$ cat src/rtl/fifo_drain_ctrl_pkg.sv
// Shared types and constants for the FIFO-to-memory drain sequencer.
package fifo_drain_pkg;
  typedef enum logic [2:0] {
    S_IDLE,
    S_RD_REQ,
    S_RD_WAIT,
    S_WR_REQ,
    S_WR_WAIT,
    S_FINISH
  } state_e;

  localparam int         WORD_BYTES = 4;
  localparam logic [3:0] BE_FULL    = 4'hF;
endpackage

$ cat src/rtl/fifo_drain_ctrl.sv
// Pops words from the receive FIFO over OBI and writes them to consecutive
// memory words, one transaction in flight at a time, with abort and done pulse.
module fifo_drain_ctrl
  import fifo_drain_pkg::*;
#(
  parameter int                    ADDR_WIDTH = 32,
  parameter int                    DATA_WIDTH = 32,
  parameter int                    CNT_WIDTH  = 16,
  parameter logic [ADDR_WIDTH-1:0] FIFO_ADDR  = '0
) (
  input  logic                  clk_i,
  input  logic                  rst_ni,
  input  logic                  start_i,
  input  logic                  abort_i,
  input  logic [ADDR_WIDTH-1:0] dst_addr_i,
  input  logic [CNT_WIDTH-1:0]  len_i,
  output logic                  busy_o,
  output logic                  done_o,
  output logic [CNT_WIDTH-1:0]  remaining_o,
  output logic                  fifo_req_o,
  output logic [ADDR_WIDTH-1:0] fifo_addr_o,
  output logic                  fifo_we_o,
  output logic [3:0]            fifo_be_o,
  input  logic                  fifo_gnt_i,
  input  logic                  fifo_rvalid_i,
  input  logic [DATA_WIDTH-1:0] fifo_rdata_i,
  output logic                  mem_req_o,
  output logic [ADDR_WIDTH-1:0] mem_addr_o,
  output logic                  mem_we_o,
  output logic [3:0]            mem_be_o,
  output logic [DATA_WIDTH-1:0] mem_wdata_o,
  input  logic                  mem_gnt_i,
  input  logic                  mem_rvalid_i
);

  state_e                r_state, w_state_n;
  logic [ADDR_WIDTH-1:0] r_addr, w_addr_n;
  logic [CNT_WIDTH-1:0]  r_cnt, w_cnt_n;
  logic [DATA_WIDTH-1:0] r_data, w_data_n;
  logic                  r_abort, w_abort_n, w_abort;

  always_comb begin
    w_state_n  = r_state;
    w_addr_n   = r_addr;
    w_cnt_n    = r_cnt;
    w_data_n   = r_data;
    // An abort arriving this cycle counts as pending, so it can end the run now.
    w_abort    = r_abort | abort_i;
    w_abort_n  = (r_state != S_IDLE) ? w_abort : 1'b0;
    fifo_req_o = 1'b0;
    mem_req_o  = 1'b0;
    done_o     = 1'b0;
    case (r_state)
      S_IDLE: begin
        if (start_i) begin
          w_addr_n  = dst_addr_i & ~ADDR_WIDTH'(WORD_BYTES - 1);
          w_cnt_n   = len_i;
          w_state_n = (len_i != '0) ? S_RD_REQ : S_FINISH;
        end
      end
      S_RD_REQ: begin
        fifo_req_o = 1'b1;
        if (fifo_gnt_i)   w_state_n = S_RD_WAIT;
        else if (w_abort) w_state_n = S_FINISH;
      end
      S_RD_WAIT: begin
        if (fifo_rvalid_i) begin
          w_data_n  = fifo_rdata_i;
          w_state_n = S_WR_REQ;
        end
      end
      S_WR_REQ: begin
        mem_req_o = 1'b1;
        if (mem_gnt_i) w_state_n = S_WR_WAIT;
      end
      S_WR_WAIT: begin
        // A popped word is always committed before an abort takes effect.
        if (mem_rvalid_i) begin
          w_addr_n  = r_addr + ADDR_WIDTH'(WORD_BYTES);
          w_cnt_n   = r_cnt - CNT_WIDTH'(1);
          w_state_n = (r_cnt == CNT_WIDTH'(1) || w_abort) ? S_FINISH : S_RD_REQ;
        end
      end
      S_FINISH: begin
        done_o    = 1'b1;
        w_abort_n = 1'b0;
        w_state_n = S_IDLE;
      end
      default: w_state_n = S_IDLE;
    endcase
  end

  always_ff @(posedge clk_i) begin
    if (!rst_ni) begin
      r_state <= S_IDLE;
      r_addr  <= '0;
      r_cnt   <= '0;
      r_data  <= '0;
      r_abort <= 1'b0;
    end else begin
      r_state <= w_state_n;
      r_addr  <= w_addr_n;
      r_cnt   <= w_cnt_n;
      r_data  <= w_data_n;
      r_abort <= w_abort_n;
    end
  end

  assign busy_o      = (r_state != S_IDLE);
  assign remaining_o = r_cnt;
  assign fifo_addr_o = FIFO_ADDR;
  assign fifo_we_o   = 1'b0;
  assign fifo_be_o   = BE_FULL;
  assign mem_addr_o  = r_addr;
  assign mem_we_o    = 1'b1;
  assign mem_be_o    = BE_FULL;
  assign mem_wdata_o = r_data;

endmodule

$ cat config.mk
export PLATFORM = sky130hd
export DESIGN_NAME = fifo_drain_ctrl
export DESIGN_NICKNAME = d
export VERILOG_FILES = /design/src/rtl/fifo_drain_ctrl_pkg.sv /design/src/rtl/fifo_drain_ctrl.sv
export SDC_FILE = /design/constraint.sdc
export NUM_CORES = 1
export LEC_CHECK = 0
export BUFFER_PORTS_ARGS = -buffer_cell sky130_fd_sc_hd__buf_2
export CELL_PAD_IN_SITES_DETAIL_PLACEMENT = 1
export CELL_PAD_IN_SITES_GLOBAL_PLACEMENT = 1
export CORE_ASPECT_RATIO = 0.9
export CORE_UTILIZATION = 28
export DETAILED_ROUTE_END_ITERATION = 6
export GPL_TIMING_DRIVEN = 1
export HOLD_SLACK_MARGIN = 0.12
export PLACE_DENSITY = 0.77
export SYNTH_ARGS = -nofsm -noshare
export SYNTH_HDL_FRONTEND = slang
export SYNTH_SLANG_ARGS = --single-unit
$ cat constraint.sdc
create_clock -name clk_i -period 4.5 [get_ports clk_i]
set_clock_uncertainty 0.05 [all_clocks]
set_input_delay 0.675 -clock clk_i [delete_from_list [all_inputs] [get_ports clk_i]]
set_output_delay 0.675 -clock clk_i [all_outputs]
set_load 0.02 [all_outputs]
After elaboration in Yosys (flattened, before gate mapping)
Cells that the tools add are included.
- word-level logic and storage cells: 48
- register bits after elaboration: 84
- add/subtract/negate cells: 2
- multiplexer cells: 18
- equal/unequal tests: 11
- bitwise logic cells: 3
- reduce and logical (&&, ||, !) cells: 9
- operator list (operator ; number):
    32-bit two-way mux ; 2
    32-bit case mux with 2 select lines ; 1
    32-bit by 3-bit adder with 32-bit output, second input constant ; 1
    16-bit two-way mux ; 2
    16-bit case mux with 2 select lines ; 1
    3-bit two-way mux ; 8
    16-bit by 1-bit == test with 1-bit output, second input constant ; 1
    16-bit nonzero test ; 1
    16-bit by 1-bit subtractor with 16-bit output, second input constant ; 1
    3-bit case mux with 5 select lines ; 1
    2-bit != test, second input constant ; 4
    3-bit by 2-bit == test with 1-bit output, second input constant ; 2
    3-bit == test, second input constant ; 2
    5-bit AND reduction ; 1
    3-bit by 1-bit == test with 1-bit output, second input constant ; 1
    3-bit zero test ; 1
    1-bit two-way mux ; 3
    3-bit != test, second input constant ; 1
    3-bit AND reduction ; 1
    3-bit nonzero test ; 1
    3-bit OR reduction ; 1
    1-bit NOT ; 2
    2-bit AND reduction ; 1
    2-bit nonzero test ; 1
    2 further kinds ; 2

Logic depth before layout (Yosys ltp)
Gate-level depths: netlist (run 1).
- depth in word-level cells: 5
- gate-level depth with buffers: 8
- mapped depth without buffers: 7

Worst setup path after synthesis (run 1)
OpenSTA, ideal clock, no wires.
- path kind: reg-to-output
- from: register r_state[2]
- to: output port done_o
- required time: 3.775 ns
- slack: 2.313 ns
- stages on the path, launching flop included: 5
- buffers on the path: 2
- data arrival time: 1.462 ns
- cell sequence: dfxtp_1 > clkbuf_1 > buf_2 > clkinv_1 > nor3_1
- longest elaborated chain between the ends: 2
- RTL lines (item ; line ; RTL):
    from (decl) ; fifo_drain_ctrl.sv:36 ; state_e r_state, w_state_n;
    from (signal assigned) ; fifo_drain_ctrl.sv:101 ; r_state <= w_state_n;
    3-bit == test ; fifo_drain_ctrl.sv:53 ; case (r_state)
    1-bit two-way mux ; fifo_drain_ctrl.sv:53 ;
    to (decl) ; fifo_drain_ctrl.sv:18 ; output logic done_o,
Every way passes these cells.

Worst setup path in the final report (run 1)
Ends and elaborated chain as after synthesis.

==> flow_summary_export.csv, run 1 <==
group,metric,value,unit
drt,antenna_left,0,
cts,ctsHoldBuffers,0,
logic_synthesis,synth-xor-area-share,0,%
logic_synthesis,ys_seq_area_share,35.46,%
drt,viasPerCell,5.185,
logic_synthesis,synth_mux_area_share,1.081,%
worst_setup_path,cp-end-kind,"output pin",
floorplanning,die_w,137.5,um
finish,fillers,2013,
place,dp_cells,941,
cts,clock_sinks,82,
logic_synthesis,synth-seq-cells,82,
cts,numCtsBuffers,9,
floorplanning,rows,44,
worst_setup_path,reg2reg_setup_slack,2.22,ns
worst_setup_path,rr_worst_depth,4,
worst_setup_path,r2r-end,"mem_addr_o[15]",
min_path,hold_class,"flop to flop",
worst_setup_path,crit_slowest_cell,"dfxtp_1",
logic_synthesis,synth_edf_count,0,
power,p_leak,2.420,nW
worst_setup_path,startpoint_type,"flop",
cts,clk_latency,0.35,ns
timing,hold_viol_final,0,
timing,worst_pin_slew,0.6728,ns
drt,dr.pass1.iters,5,
worst_setup_path,critPathRequiredTime,3.77,ns
timing,drv_slew,0,
timing,fin_crit,2.713,ns
cts,clkTransAtPathRegs,0.07,ns
logic_synthesis,synth_simple_gate_area_share,25.62,%
place,gp_congestion,0.8175,
logic_synthesis,yosys.cell_types.count,59,
worst_setup_path,worst-path-buf-inv,2,
global_routing,grt_max_degree,41,
place,dpl_cell_area,0.005453,sq mm
cts,htree_levels,3,
place,hpwlAfterDp,12260,um
drt,wirelength,16810,um
finish,seqCellArea,0.001642,sq mm
worst_setup_path,worstPathMaxFanout,13,
drt,drc,0,
floorplanning,die-area,0.01705,sq mm
power,peakVddDrop,221.0,uV
worst_setup_path,path_cells,"clkinv_1 -> nor3_1 -> buf_2",
timing,max_clock_freq,368.6,MHz
timing,setup_viol,0,
worst_setup_path,cp_slowest_stage_delay,0.60,ns
worst_setup_path,crit_end,"done_o",
cts,cts_tree,"done",
cts,postCtsSetupRepairBufs,0,
logic_synthesis,synth_warnings,0,
logic_synthesis,synth_ff_type,"dfxtp_1",
run_status,status,"complete, no violations",
logic_synthesis,synth_top_family_by_area,"simple AND/OR/NAND/NOR gates",
logic_synthesis,async_flop_share,0,%
finish,n_antenna_cell,0,
global_routing,grt_overflow,0,
power,power_density,431.7,mW/mm^2
worst_setup_path,regToRegStartpoint,"r_state[2]",
drt,drt_iter0_drc,264,
worst_setup_path,critPathArrivalTime,1.99,ns
logic_synthesis,syn_inst,600,
worst_setup_path,path_depth,3,
cts,cts_root_buffer,"clkbuf_16",
timing,slew-limit-headroom,55.04,%
global_routing,antenna_found_initial,0,
floorplanning,die_h,124.0,um
global_routing,grt_pass1_vias,4619,
global_routing,grt_util_all_layers,19.51,%
floorplanning,coreArea,0.01613,sq mm
logic_synthesis,synth_compound_area_share,24.97,%
logic_synthesis,synthAdderAreaFrac,0.8108,%
finish,stdcell_area,0.005724,sq mm
drt,dr_total_vias,4957,
floorplanning,pin_count,214,
cts,cts.repair.resized,0,
global_routing,grt_pass1_wl,25150,um
logic_synthesis,avgSynthCellArea,7.716,sq um
worst_setup_path,critical_path.top_delay_family,"buffers and inverters",
finish,final_nets,836,
timing,fin_setup_tns,0,ns
worst_setup_path,worstSetupStartpoint,"r_state[2]",
drt,post_drt_wl_per_cell,17.59,um
logic_synthesis,mappedNetlistArea,0.004629,sq mm
finish,multi_input_area,0.002600,sq mm
timing,fin_crit_sh,60.29,%
finish,drive_above_1_share,27.64,%
place,port_buffers,167,
floorplanning,start_util,28.70,%
timing,rsz0062_at_grt,"false",
finish,fin_cells,956,
worst_setup_path,critical_path_class,"flop to output pin",
finish,syn_to_final_growth,23.65,%
cts,clockBufferDepth,2,
job,drv_cap,0,
where the power goes:
| group | leakage [nW] | internal (mW) | switching, mW | total [mW] |
|---|---|---|---|---|
| clock | 0.138 | 0.399 | 0.302 | 0.701 |
| combinational | 1.61 | 0.273 | 0.542 | 0.816 |
| sequential | 0.671 | 0.822 | 0.132 | 0.955 |
| total | 2.42 | 1.49 | 0.977 | 2.47 |
metal layers:
layer / wire (um) / share of wire (%) / vias up / global-route usage [%]
met5: 0 / 0 / - / 0
met4: 232 / 1.4 / 0 / 5.151
met3: 1095 / 6.5 / 12 / 5.535
met2: 7887 / 47 / 161 / 30.65
met1: 7600 / 45 / 2390 / 26.03
li1: - / - / 2394 / -
worst min-delay path by stage:
stage / start / endpoint / depth (start not counted) / slack (ns)
4_1_cts: mem_wdata_o[0] / mem_wdata_o[0] / 2 / 0.40
2_1_floorplan: r_abort / r_abort / 2 / 0.46
6_report: mem_wdata_o[6] / mem_wdata_o[6] / 2 / 0.40
5_1_grt: mem_wdata_o[5] / mem_wdata_o[5] / 2 / 0.43
3_3_place_gp: mem_wdata_o[31] / mem_wdata_o[31] / 2 / 0.39
3_5_place_dp: mem_wdata_o[0] / mem_wdata_o[0] / 2 / 0.40
state kept, by name (all words and copies together), names as in the netlist:
signal and cells:
remaining_o 16, r_state 3, r_abort 1, mem_wdata_o 32
mem_addr_o 30
synthesized netlist by cell type (all sizes together), types with 3 or more instances:
master / n / area share (%)
buf: 61 / 9.1
and3: 12 / 1.6
and2: 4 / 0.54
inv: 9 / 0.73
ha: 3 / 0.81
nor3: 22 / 2.9
nand3: 24 / 2.7
nor4: 11 / 1.8
or3: 9 / 1.5
a211oi: 14 / 2.3
o221ai: 5 / 0.95
nand2b: 7 / 0.95
nand2: 84 / 6.8
o221a: 3 / 0.73
nor2: 33 / 2.7
clkbuf: 24 / 1.9
a311oi: 14 / 2.9
nand4: 7 / 0.95
o31ai: 4 / 0.95
a31oi: 3 / 0.41
a21oi: 75 / 8.1
o21ai: 43 / 4.6
o211ai: 4 / 0.65
dfxtp: 82 / 35
mux2i: 5 / 1.1
and4: 8 / 1.5
area by class of cell:
class	count	share of cell area (%)
Multi-Input combinational cell	464	45.42
Timing Repair Buffer	177	15.91
Tap cell	207	4.525
Sequential cell	82	28.68
Clock buffer	12	4.481
Clock inverter	3	0.2623
Inverter	11	0.7213
cells by family (layout without fill, tap and decap cells):
logic type      count (synthesis)  in the layout
simple gates                  229            229
compound gates                183            183
buf+inv                        96            203
flops                          82             82
mux                             5              5
fa+ha+maj                       3              3
other cells                     2             44
worst min-delay path, delay by kind of cell, from the launching register on:
kind,cells,cell delay (ns)
compound gates,1,0.05
flops,1,0.30
simple gates,1,0.05
metrics by stage:
| step | total power, mW | utilization (%) | setup WS [ns] | hold slack [ns] |
|---|---|---|---|---|
| final | 2.471 | 35.49 | 1.787 | 0.3999 |
| after global placement | 1.764 | 33.80 | 2.136 | 0.3897 |
| after CTS | 2.492 | 35.49 | 1.730 | 0.4046 |
| after floorplan | 1.520 | - | 2.313 | 0.4556 |
| after global routing | 2.620 | 35.49 | 1.587 | 0.4266 |
| after detailed placement | 1.783 | 33.80 | 2.127 | 0.3965 |
layout by cell type, fill, tap and decap left out, types with 4 or more instances in the layout:
cell	instances
a211oi_1	14
a21oi_1	75
a311oi_1	12
and3_1	12
and4_1	8
buf_2	167
buf_4	10
clkbuf_16	9
conb_1	44
dfxtp_1	82
inv_1	9
mux2i_1	5
nand2_1	84
nand2b_1	7
nand3_1	23
nand4_1	7
nor2_1	33
nor3_1	19
nor4_1	9
o211ai_1	4
o21ai_0	33
o21ai_1	10
o221ai_1	5
or3_1	6
No activity file was read; power rests on OpenSTA's default activity.
==> inputs of run 2 (changes only) <==
- clock period: 4.5 -> 2.6 ns (I/O delays scaled with it)
==> flow_summary_export.csv, run 2 (synthesis gave the netlist of run 1 again) <==
group,metric,value,unit
run_status,status,"complete, no violations",
timing,setup_ws,0.3245,ns
finish,final_nets,847,
job,drv_cap,0,
floorplanning,rows,44,
worst_setup_path,worst-path-buf-inv,1,
place,gp_congestion,0.8194,
worst_setup_path,rr_worst_depth,5,
cts,cts_root_buffer,"clkbuf_16",
power,power_switching,1.711,mW
worst_setup_path,worstSetupStartpoint,"r_state[2]",
place,dpl_cell_area,0.005548,sq mm
min_path,hold_class,"input port to flop",
worst_setup_path,crit_slowest_cell,"nand2_1",
place,port_buffers,167,
cts,clockBufferDepth,2,
worst_setup_path,critPathArrivalTime,2.47,ns
finish,fin_util,36.41,%
worst_setup_path,cp-end-kind,"flop",
finish,fillers,2055,
timing,fin_hold_ws,0.2311,ns
drt,viasPerCell,5.087,
timing,max_clock_freq,439.5,MHz
finish,largest_reg_flops,32,
drt,drt_iter0_drc,300,
finish,final_cell_mix,"167 x buf_2, 84 x nand2_1, 82 x dfxtp_1",
power,power_frac_seq,36.2,%
power,combPwrFrac,32.9,%
worst_setup_path,cp_slowest_stage_delay,0.53,ns
worst_setup_path,startpoint_type,"flop",
global_routing,antenna_found_initial,2,
timing,drv_slew,0,
cts,numCtsBuffers,9,
power,sw_frac_of_total,37.92,%
timing,rsz0062_at_grt,"false",
timing,hold_viol_final,0,
cts,clk_latency,0.34,ns
floorplanning,die_h,124.0,um
timing,fin_setup_tns,0,ns
power,power_frac_clock,30.9,%
finish,drive_above_1_share,28.78,%
finish,stdcell_area,0.005873,sq mm
cts,htree_levels,3,
min_path,whs_path_depth,3,
global_routing,grt_util_all_layers,19.59,%
min_path,min_to,"mem_wdata_o[10]",
timing,worst_pin_slew,0.6701,ns
floorplanning,start_util,28.70,%
worst_setup_path,reg2reg_setup_slack,0.32,ns
timing,fin_crit,2.275,ns
worst_setup_path,critical_path.top_delay_family,"simple AND/OR/NAND/NOR gates",
power,power.internal,2.802,mW
floorplanning,die_w,137.5,um
drt,drc,0,
cts,ctsHoldBuffers,0,
drt,antenna_left,0,
timing,setup_viol,0,
global_routing,grt_max_degree,52,
timing,slew-limit-headroom,55.22,%
timing,fin_crit_sh,87.52,%
cts,cts_tree,"done",
min_path,min-delay-start,"fifo_rdata_i[10]",
worst_setup_path,path_cells,"buf_4 -> nor3_1 -> nand2_1 -> o221ai_1 -> a311oi_1",
cts,cts.repair.resized,0,
place,pre_cts_ws,0.3291,ns
power,peakVddDrop,350.1,uV
drt,dr.pass1.iters,4,
worst_setup_path,critPathRequiredTime,2.79,ns
floorplanning,coreArea,0.01613,sq mm
global_routing,grt_pass1_vias,4640,
power,p_leak,2.494,nW
worst_setup_path,worstPathMaxFanout,42,
drt,wirelength,16750,um
cts,clock_sinks,82,
worst_setup_path,r2r-end,"mem_addr_o[28]",
worst_setup_path,critical_path_class,"flop to flop",
place,hpwlAfterDp,12370,um
power,power_density,768.5,mW/mm^2
worst_setup_path,regToRegStartpoint,"r_state[2]",
finish,syn_to_final_growth,26.86,%
cts,clkTransAtPathRegs,0.07,ns
finish,final_common_cell,"buf_2",
cts,postCtsSetupRepairBufs,0,
global_routing,grt_overflow,0,
floorplanning,pin_count,214,
drt,dr_total_vias,4934,
drt,post_drt_wl_per_cell,17.27,um
global_routing,grt_pass1_wl,25470,um
floorplanning,die-area,0.01705,sq mm
## run 2: cell count changes in the layout (fill, tap and decap cells not counted), sizes merged
cell	previous run	this run
buf	177	188
bufinv	0	2
diode	0	2
clkbuf	12	11
clkinv	5	4
clkinvlp	0	1
## run 2: worst max-delay path by stage
stage	cells after the start	endpoint	slack, ns
after floorplan	4	mem_addr_o[23]	0.64
after global placement	5	mem_addr_o[28]	0.46
after detailed placement	5	mem_addr_o[28]	0.33
after CTS	5	mem_addr_o[28]	0.31
after global routing	5	mem_addr_o[18]	0.17
final	5	mem_addr_o[28]	0.32
## run 2: worst min-delay path, stage by stage
cell and delay, ns:
buf_2 0.09, nand2_1 0.04, a21oi_1 0.05
## run 2: cell type report
type / count / area, sq um / area share (%)
Timing Repair Buffer: 188 / 1006 / 17.13
Sequential cell: 82 / 1642 / 27.95
Clock inverter: 5 / 77.57 / 1.321
Multi-Input combinational cell: 464 / 2600 / 44.27
Clock buffer: 11 / 242.7 / 4.133
Antenna cell: 2 / 5.005 / 0.08522
Tap cell: 207 / 259.0 / 4.410
Inverter: 11 / 41.29 / 0.7030
## run 2: power groups by stage
stage          Combinational [mW]  Sequential (mW)  Clock [mW]
6_report                     1.48             1.63        1.40
5_1_grt                      1.62             1.67        1.48
4_1_cts                      1.49             1.63        1.44
3_5_place_dp                 1.48             1.66           0
3_3_place_gp                 1.46             1.65           0
2_1_floorplan               0.839             1.79           0
## run 2: per-layer routing
layer	GRT usage, %	wire (um)	vias up
met5	0	0	-
met4	4.464	245	0
met3	4.558	956	15
met2	30.65	7952	155
met1	27.07	7594	2356
li1	-	-	2408
## run 2: stage by stage
step / cells / power, mW
after floorplan: 642 / 2.632
after detailed placement: 952 / 3.136
after global placement: 952 / 3.103
after CTS: 968 / 4.557
final: 970 / 4.514
after global routing: 970 / 4.766
